<file path="src/rtl/seq_det_pkg.sv">
// seq_det_pkg
//   Shared types and constants for the 1011 sequence-detector scheduler.
//   - arb_state_t : scheduler FSM states (IDLE, LOAD, SHIFT, FLUSH, REPORT)
//   - det_state_t : Moore detector states (S0..S4, S4 = pattern seen)
//   - PATTERN     : the detected bit pattern, consumed MSB first
//   Configuration macro: SEQ_DET_OVERLAP_EN (used by seq_det_moore only).
package seq_det_pkg;

  typedef enum logic [2:0] {
    IDLE   = 3'd0,
    LOAD   = 3'd1,
    SHIFT  = 3'd2,
    FLUSH  = 3'd3,
    REPORT = 3'd4
  } arb_state_t;

  typedef enum logic [2:0] {
    S0 = 3'd0,
    S1 = 3'd1,
    S2 = 3'd2,
    S3 = 3'd3,
    S4 = 3'd4
  } det_state_t;

  localparam logic [3:0] PATTERN = 4'b1011;

endpackage

</file>
<file path="src/rtl/seq_det_moore.sv">
// seq_det_moore
//   Serial Moore detector for PATTERN (1011), one bit per clock.
//   Ports:
//     clk   in  : rising-edge clock
//     reset in  : asynchronous, active-low clear to S0
//     clr   in  : synchronous clear to S0 (start of a new word)
//     x     in  : serial input bit
//     z     out : high only while the registered state is S4
//   Configuration macro: SEQ_DET_OVERLAP_EN
//     defined   : overlapping mode, from S4 a 0 resumes at S2 ("10" seen)
//     undefined : non-overlapping mode, from S4 a 0 restarts at S0
module seq_det_moore
  import seq_det_pkg::*;
(
  input  logic clk,
  input  logic reset,
  input  logic clr,
  input  logic x,
  output logic z
);

  det_state_t state;
  det_state_t state_nxt;

  // Next-state logic. Each state Sk has matched the first k pattern bits and
  // compares x with the next expected bit; a mismatch falls back to the
  // longest prefix of 1011 that is still a suffix of what was seen.
  always_comb begin
    state_nxt = state;
    case (state)
      S0: state_nxt = (x == PATTERN[3]) ? S1 : S0;
      S1: state_nxt = (x == PATTERN[2]) ? S2 : S1;
      S2: state_nxt = (x == PATTERN[1]) ? S3 : S0;
      S3: state_nxt = (x == PATTERN[0]) ? S4 : S2;
      S4: begin
`ifdef SEQ_DET_OVERLAP_EN
        // The trailing 1 of the match doubles as the first pattern bit.
        state_nxt = (x == PATTERN[3]) ? S1 : S2;
`else
        state_nxt = (x == PATTERN[3]) ? S1 : S0;
`endif
      end
      default: state_nxt = S0;
    endcase
  end

  // State register; clr restarts detection at the start of every word.
  always_ff @(posedge clk or negedge reset) begin
    if (!reset) begin
      state <= S0;
    end else if (clr) begin
      state <= S0;
    end else begin
      state <= state_nxt;
    end
  end

  assign z = (state == S4);

endmodule

</file>
<file path="src/rtl/seq_det_arbiter.sv">
// seq_det_arbiter
//   Round-robin scheduler sharing one 1011 Moore detector among N_REQ
//   requesters. The winner's W-bit word is shifted MSB first through the
//   detector, matches are counted (saturating), and the count is reported
//   with a one-cycle done pulse tagged with the requester index.
//   Parameters: N_REQ (>=2), W (>=4), CNT_W (match counter width)
//   Ports:
//     clk       in  : rising-edge clock
//     reset     in  : asynchronous, active-low
//     req       in  : per-requester level request
//     data      in  : requester i word at data[i*W +: W]
//     gnt       out : one-hot grant, LOAD through FLUSH
//     busy      out : high outside IDLE
//     done      out : one-cycle pulse in REPORT
//     done_id   out : served requester index
//     match_cnt out : matches found in the served word
//     det_z     out : detector Moore output
//   Configuration macro: SEQ_DET_OVERLAP_EN (selects overlapping detection
//   inside seq_det_moore; nothing else here changes).
module seq_det_arbiter
  import seq_det_pkg::*;
#(
  parameter int N_REQ = 4,
  parameter int W     = 8,
  parameter int CNT_W = 4
) (
  input  logic                     clk,
  input  logic                     reset,
  input  logic [N_REQ-1:0]         req,
  input  logic [N_REQ*W-1:0]       data,
  output logic [N_REQ-1:0]         gnt,
  output logic                     busy,
  output logic                     done,
  output logic [$clog2(N_REQ)-1:0] done_id,
  output logic [CNT_W-1:0]         match_cnt,
  output logic                     det_z
);

  localparam int IDW = $clog2(N_REQ);
  localparam int BCW = $clog2(W);
  localparam logic [CNT_W-1:0] CNT_MAX = '1;

  arb_state_t     state;
  logic [IDW-1:0] ptr;
  logic [IDW-1:0] served_id;
  logic [IDW-1:0] sel_id;
  logic [IDW-1:0] cand;
  logic           sel_valid;
  logic [W-1:0]   shreg;
  logic [BCW-1:0] bit_cnt;
  logic [CNT_W-1:0] cnt;
  logic [W-1:0]   words [N_REQ];
  logic           det_clr;
  logic           det_x;
  logic           z;

  // Split the flat data bus into one word per requester.
  always_comb begin
    for (int i = 0; i < N_REQ; i++) begin
      words[i] = data[i*W +: W];
    end
  end

  // Round-robin search: the requester just after the last winner has the
  // highest priority, and the last winner itself is checked last, so a
  // requester that keeps req high only regains the grant when nobody else
  // is waiting.
  always_comb begin
    sel_valid = 1'b0;
    sel_id    = '0;
    cand      = '0;
    for (int i = 1; i <= N_REQ; i++) begin
      cand = IDW'((int'(ptr) + i) % N_REQ);
      if (!sel_valid && req[cand]) begin
        sel_valid = 1'b1;
        sel_id    = cand;
      end
    end
  end

  // Scheduler FSM with its datapath. The shift register feeds zeros in from
  // the bottom, so once a word has been shifted out the detector only ever
  // sees 0 outside SHIFT and cannot raise a stray match. The match counter
  // samples z in SHIFT and FLUSH; FLUSH is what catches a match completed by
  // the last bit, since z trails the input by one clock.
  always_ff @(posedge clk or negedge reset) begin
    if (!reset) begin
      state     <= IDLE;
      ptr       <= IDW'(N_REQ - 1);
      served_id <= '0;
      shreg     <= '0;
      bit_cnt   <= '0;
      cnt       <= '0;
    end else begin
      case (state)
        IDLE: begin
          if (sel_valid) begin
            ptr       <= sel_id;
            served_id <= sel_id;
            state     <= LOAD;
          end
        end
        LOAD: begin
          shreg   <= words[served_id];
          bit_cnt <= '0;
          cnt     <= '0;
          state   <= SHIFT;
        end
        SHIFT: begin
          shreg   <= {shreg[W-2:0], 1'b0};
          bit_cnt <= bit_cnt + 1'b1;
          if (z && (cnt != CNT_MAX)) begin
            cnt <= cnt + 1'b1;
          end
          if (bit_cnt == BCW'(W - 1)) begin
            state <= FLUSH;
          end
        end
        FLUSH: begin
          if (z && (cnt != CNT_MAX)) begin
            cnt <= cnt + 1'b1;
          end
          state <= REPORT;
        end
        REPORT: begin
          state <= IDLE;
        end
        default: begin
          state <= IDLE;
        end
      endcase
    end
  end

  // The detector is restarted while the word is being loaded.
  assign det_clr = (state == LOAD);
  assign det_x   = shreg[W-1];

  seq_det_moore u_det (
    .clk   (clk),
    .reset (reset),
    .clr   (det_clr),
    .x     (det_x),
    .z     (z)
  );

  // Grant is decoded from the served index while a word is in flight.
  always_comb begin
    gnt = '0;
    if ((state == LOAD) || (state == SHIFT) || (state == FLUSH)) begin
      gnt[served_id] = 1'b1;
    end
  end

  assign busy      = (state != IDLE);
  assign done      = (state == REPORT);
  assign done_id   = served_id;
  assign match_cnt = cnt;
  assign det_z     = z;

endmodule

</file>
<file path="config.mk">
export PLATFORM = sky130hd
export DESIGN_NAME = seq_det_arbiter
export DESIGN_NICKNAME = d
export VERILOG_FILES = /design/src/rtl/seq_det_pkg.sv /design/src/rtl/seq_det_moore.sv /design/src/rtl/seq_det_arbiter.sv
export SDC_FILE = /design/constraint.sdc
export NUM_CORES = 1
export LEC_CHECK = 0
export BUFFER_PORTS_ARGS = -buffer_cell sky130_fd_sc_hd__buf_4
export CAP_MARGIN = 20
export CORE_ASPECT_RATIO = 2
export CORE_MARGIN = 5
export CORE_UTILIZATION = 55
export CTS_CLUSTER_SIZE = 8
export DETAILED_ROUTE_END_ITERATION = 12
export MAX_ROUTING_LAYER = met4
export PLACE_DENSITY_LB_ADDON = 0.05
export RECOVER_POWER = 100
export SYNTH_ARGS = -nofsm -noshare
export SYNTH_HDL_FRONTEND = slang
export SYNTH_HIERARCHICAL = 1
export SYNTH_SLANG_ARGS = --single-unit
</file>
<file path="constraint.sdc">
create_clock -name clk -period 3.6 [get_ports clk]
set_clock_uncertainty 0.15 [all_clocks]
set_input_delay 0.36 -clock clk [delete_from_list [all_inputs] [get_ports clk]]
set_output_delay 0.36 -clock clk [all_outputs]
set_load 0.005 [all_outputs]
</file>
==> flow_metrics.py <==
metrics = {
    "logic_synthesis": {
        "syn_area_sq_um": 1670,
        "post-synth-top-area-cell": "dfrtp_1",
        "synthTopCellsByArea": "dfrtp_1 35%, mux4_2 6.8%, mux4_1 4.7%",
        "synth_ff_type": "dfrtp_1",
        "avgSynthCellArea_sq_um": 10.9,
        "synth_edf_count": 0,
        "synth.net_count": 194,
        "yosys_warnings": 6,
        "async_reset_ff_frac": 1.00,
        "synthCells": 153,
        "synth.distinct_cells": 52,
        "synth_seq_area_share": 0.377,
        "yosysTopAreaCellShare": 0.345,
        "synth_seq_cells": 25,
    },
    "layout": {
        "nNetsFinal": 239,
        "fin_util": 0.693,
        "drive_gt1_frac": 0.345,
        "design_area_sq_um": 2040,
        "final_cell_mix": "41 x buf_4, 23 x dfrtp_1, 10 x nor2_1, 9 x nand2_1",
        "antenna_cells": 0,
        "final_common_cell": "buf_4",
        "syn_to_final_growth_pct": 22.4,
    },
    "place": {
        "hpwl_um": 3130,
        "routabilityCongestion": 0.834,
        "io_buffers": 50,
        "placed_area_sq_um": 2010,
    },
    "min_path": {
        "hp-class": "in -> reg",
        "worstHoldPathCells": 3,
    },
    "detailed_routing": {
        "drt-initial-drc-count": 19,
        "vias": 1407,
        "drc": 0,
        "drt-vias-per-instance": 6.20,
        "routed_wl_um": 4010,
        "wire_per_inst_um": 17.6,
        "firstDrtPassIters": 4,
        "ant_nets": 0,
    },
    "setup_path": {
        "critPathLaunchType": "flip-flop",
        "worstSetupPathType": "reg -> out",
        "arrival_ps": 2130,
        "cp_max_fo": 25,
        "reg2regPathDepth": 4,
        "setup.worst_path.end_class": "primary output",
        "required_ps": 3090,
    },
    "cts": {
        "numCtsBuffers": 3,
        "cts_max_level": 1,
        "insertion_delay_ps": 270,
        "clock_sinks": 25,
        "clockBufferDepth": 2,
        "path_clk_slew_ps": 90,
        "cts_tree": "built",
        "root_buffer": "clkbuf_8",
        "cts_setup_buffers": 0,
    },
    "die": {
        "die_w_um": 48.9,
        "die-area_sq_um": 4300,
        "ios": 51,
        "start_util": 0.566,
        "die_height_um": 87.9,
        "core-area_sq_um": 2940,
        "core.rowCount": 28,
    },
    "global_routing": {
        "overflow": 0,
        "grt_start_max_net_pins": 26,
        "antenna_found_initial": 0,
        "track_usage": 0.198,
        "grt_pass1_wl_um": 6540,
        "grt_pass1_vias": 1506,
    },
    "sta": {
        "setup_viol": 0,
        "worst_pin_slew_ps": 1400,
        "hold_slack_ps": 264,
        "min_period_over_period": 0.734,
        "relSlewSlack": 0.0694,
        "fin_crit_ps": 2640,
        "slew_viol_final": 0,
        "max_freq_mhz": 378,
        "hold_violations": 0,
        "rsz0062_at_grt": "false",
        "fin_tns_setup_ps": 0,
    },
    "power_and_ir_drop": {
        "pwr_density_cell_nw_per_um2": 741,
        "irDropWorstVdd_mv": 0.452,
        "p_leak_nw": 0.947,
    },
    "run": {
        "maxCapViolations": 0,
    },
    "outcome": {
        "status": "finished clean",
    },
}
==> layout make-up <==
class                      instances  area (sq um)
inverter                           6          22.5
sequential                        25           628
tap                               30          37.5
clock buffer                       4          45.0
multi-input combinational        111           928
timing repair buffer              51           378
fill                             254           903
==> cell usage after synthesis, types with 2 or more instances <==
master     number
a22o_1          4
and3_1          2
buf_2           3
buf_6           3
clkbuf_1        3
dfrtp_1        23
dfstp_2         2
ha_1            3
inv_1           6
mux2_2          2
mux2i_1         2
mux4_1          3
mux4_2          5
nand2_1         9
nand2b_1        4
nand3_1         2
nand3b_1        2
nor2_1          9
nor2b_1         4
nor3_1          5
nor3b_1         3
o211a_1         6
o211ai_1        7
o21ai_0         6
o21bai_1        6
o2bb2ai_1       3
==> registers in the layout, summed over array words and instances, names as in the netlist <==
register	cells
bit_cnt	3
done_id	2
match_cnt	4
ptr	2
shreg	8
state	3
u_det/state	3
==> power by group <==
part	switching, mW	internal [mW]
Sequential	0.225	0.401
Combinational	0.297	0.424
Clock	0.0858	0.0791
Total	0.608	0.904
==> path summary, 6_finish.rpt <==
| kind | to | start | slack [ps] |
|---|---|---|---|
| hold reg to reg | u_det/state[2] | u_det/state[2] | 360 |
| max in group asynchronous | state[1] | reset | 1690 |
| setup reg to reg | done_id[1] | state[0] | 1560 |
| setup / recovery | gnt[2] | state[0] | 960 |
| min in group asynchronous | shreg[6] | reset | 790 |
| hold / removal | ptr[0] | req[0] | 260 |
==> metrics by stage <==
stage               std cells  total power [mW]  setup slack [ps]
finish                    227              1.51               956
global route              227              1.63               768
CTS                       227              1.55              1030
detailed placement        222              1.38              1330
global placement          222              1.34              1410
floorplan                 153              1.18              1930
==> routing by layer <==
| layer | share of wire | track usage |
|---|---|---|
| met2 | 0.61 | 0.390 |
| met3 | 0.030 | 0.0307 |
| met4 | 0.029 | 0.0907 |
| met1 | 0.33 | 0.177 |
| met5 | 0 | - |
==> logic make-up after synthesis <==
logic type / share of synthesized area
buf+inv: 0.0563
xor+xnor: 0.00526
simple gates: 0.178
fa+ha+maj: 0.0293
flops: 0.377
compound gates: 0.214
mux: 0.140
==> critical path: stages (launching register included) <==
cell	delay, ps
dfrtp_1	790
nor2_1	300
or2_2	410
nor3b_1	210
buf_4	150
==> timing repair <==
action,CTS,global route
gates resized for setup,0,0
hold endpoints to repair,23,0
hold buffers,1,0
Power figures use the tool's default switching activity.
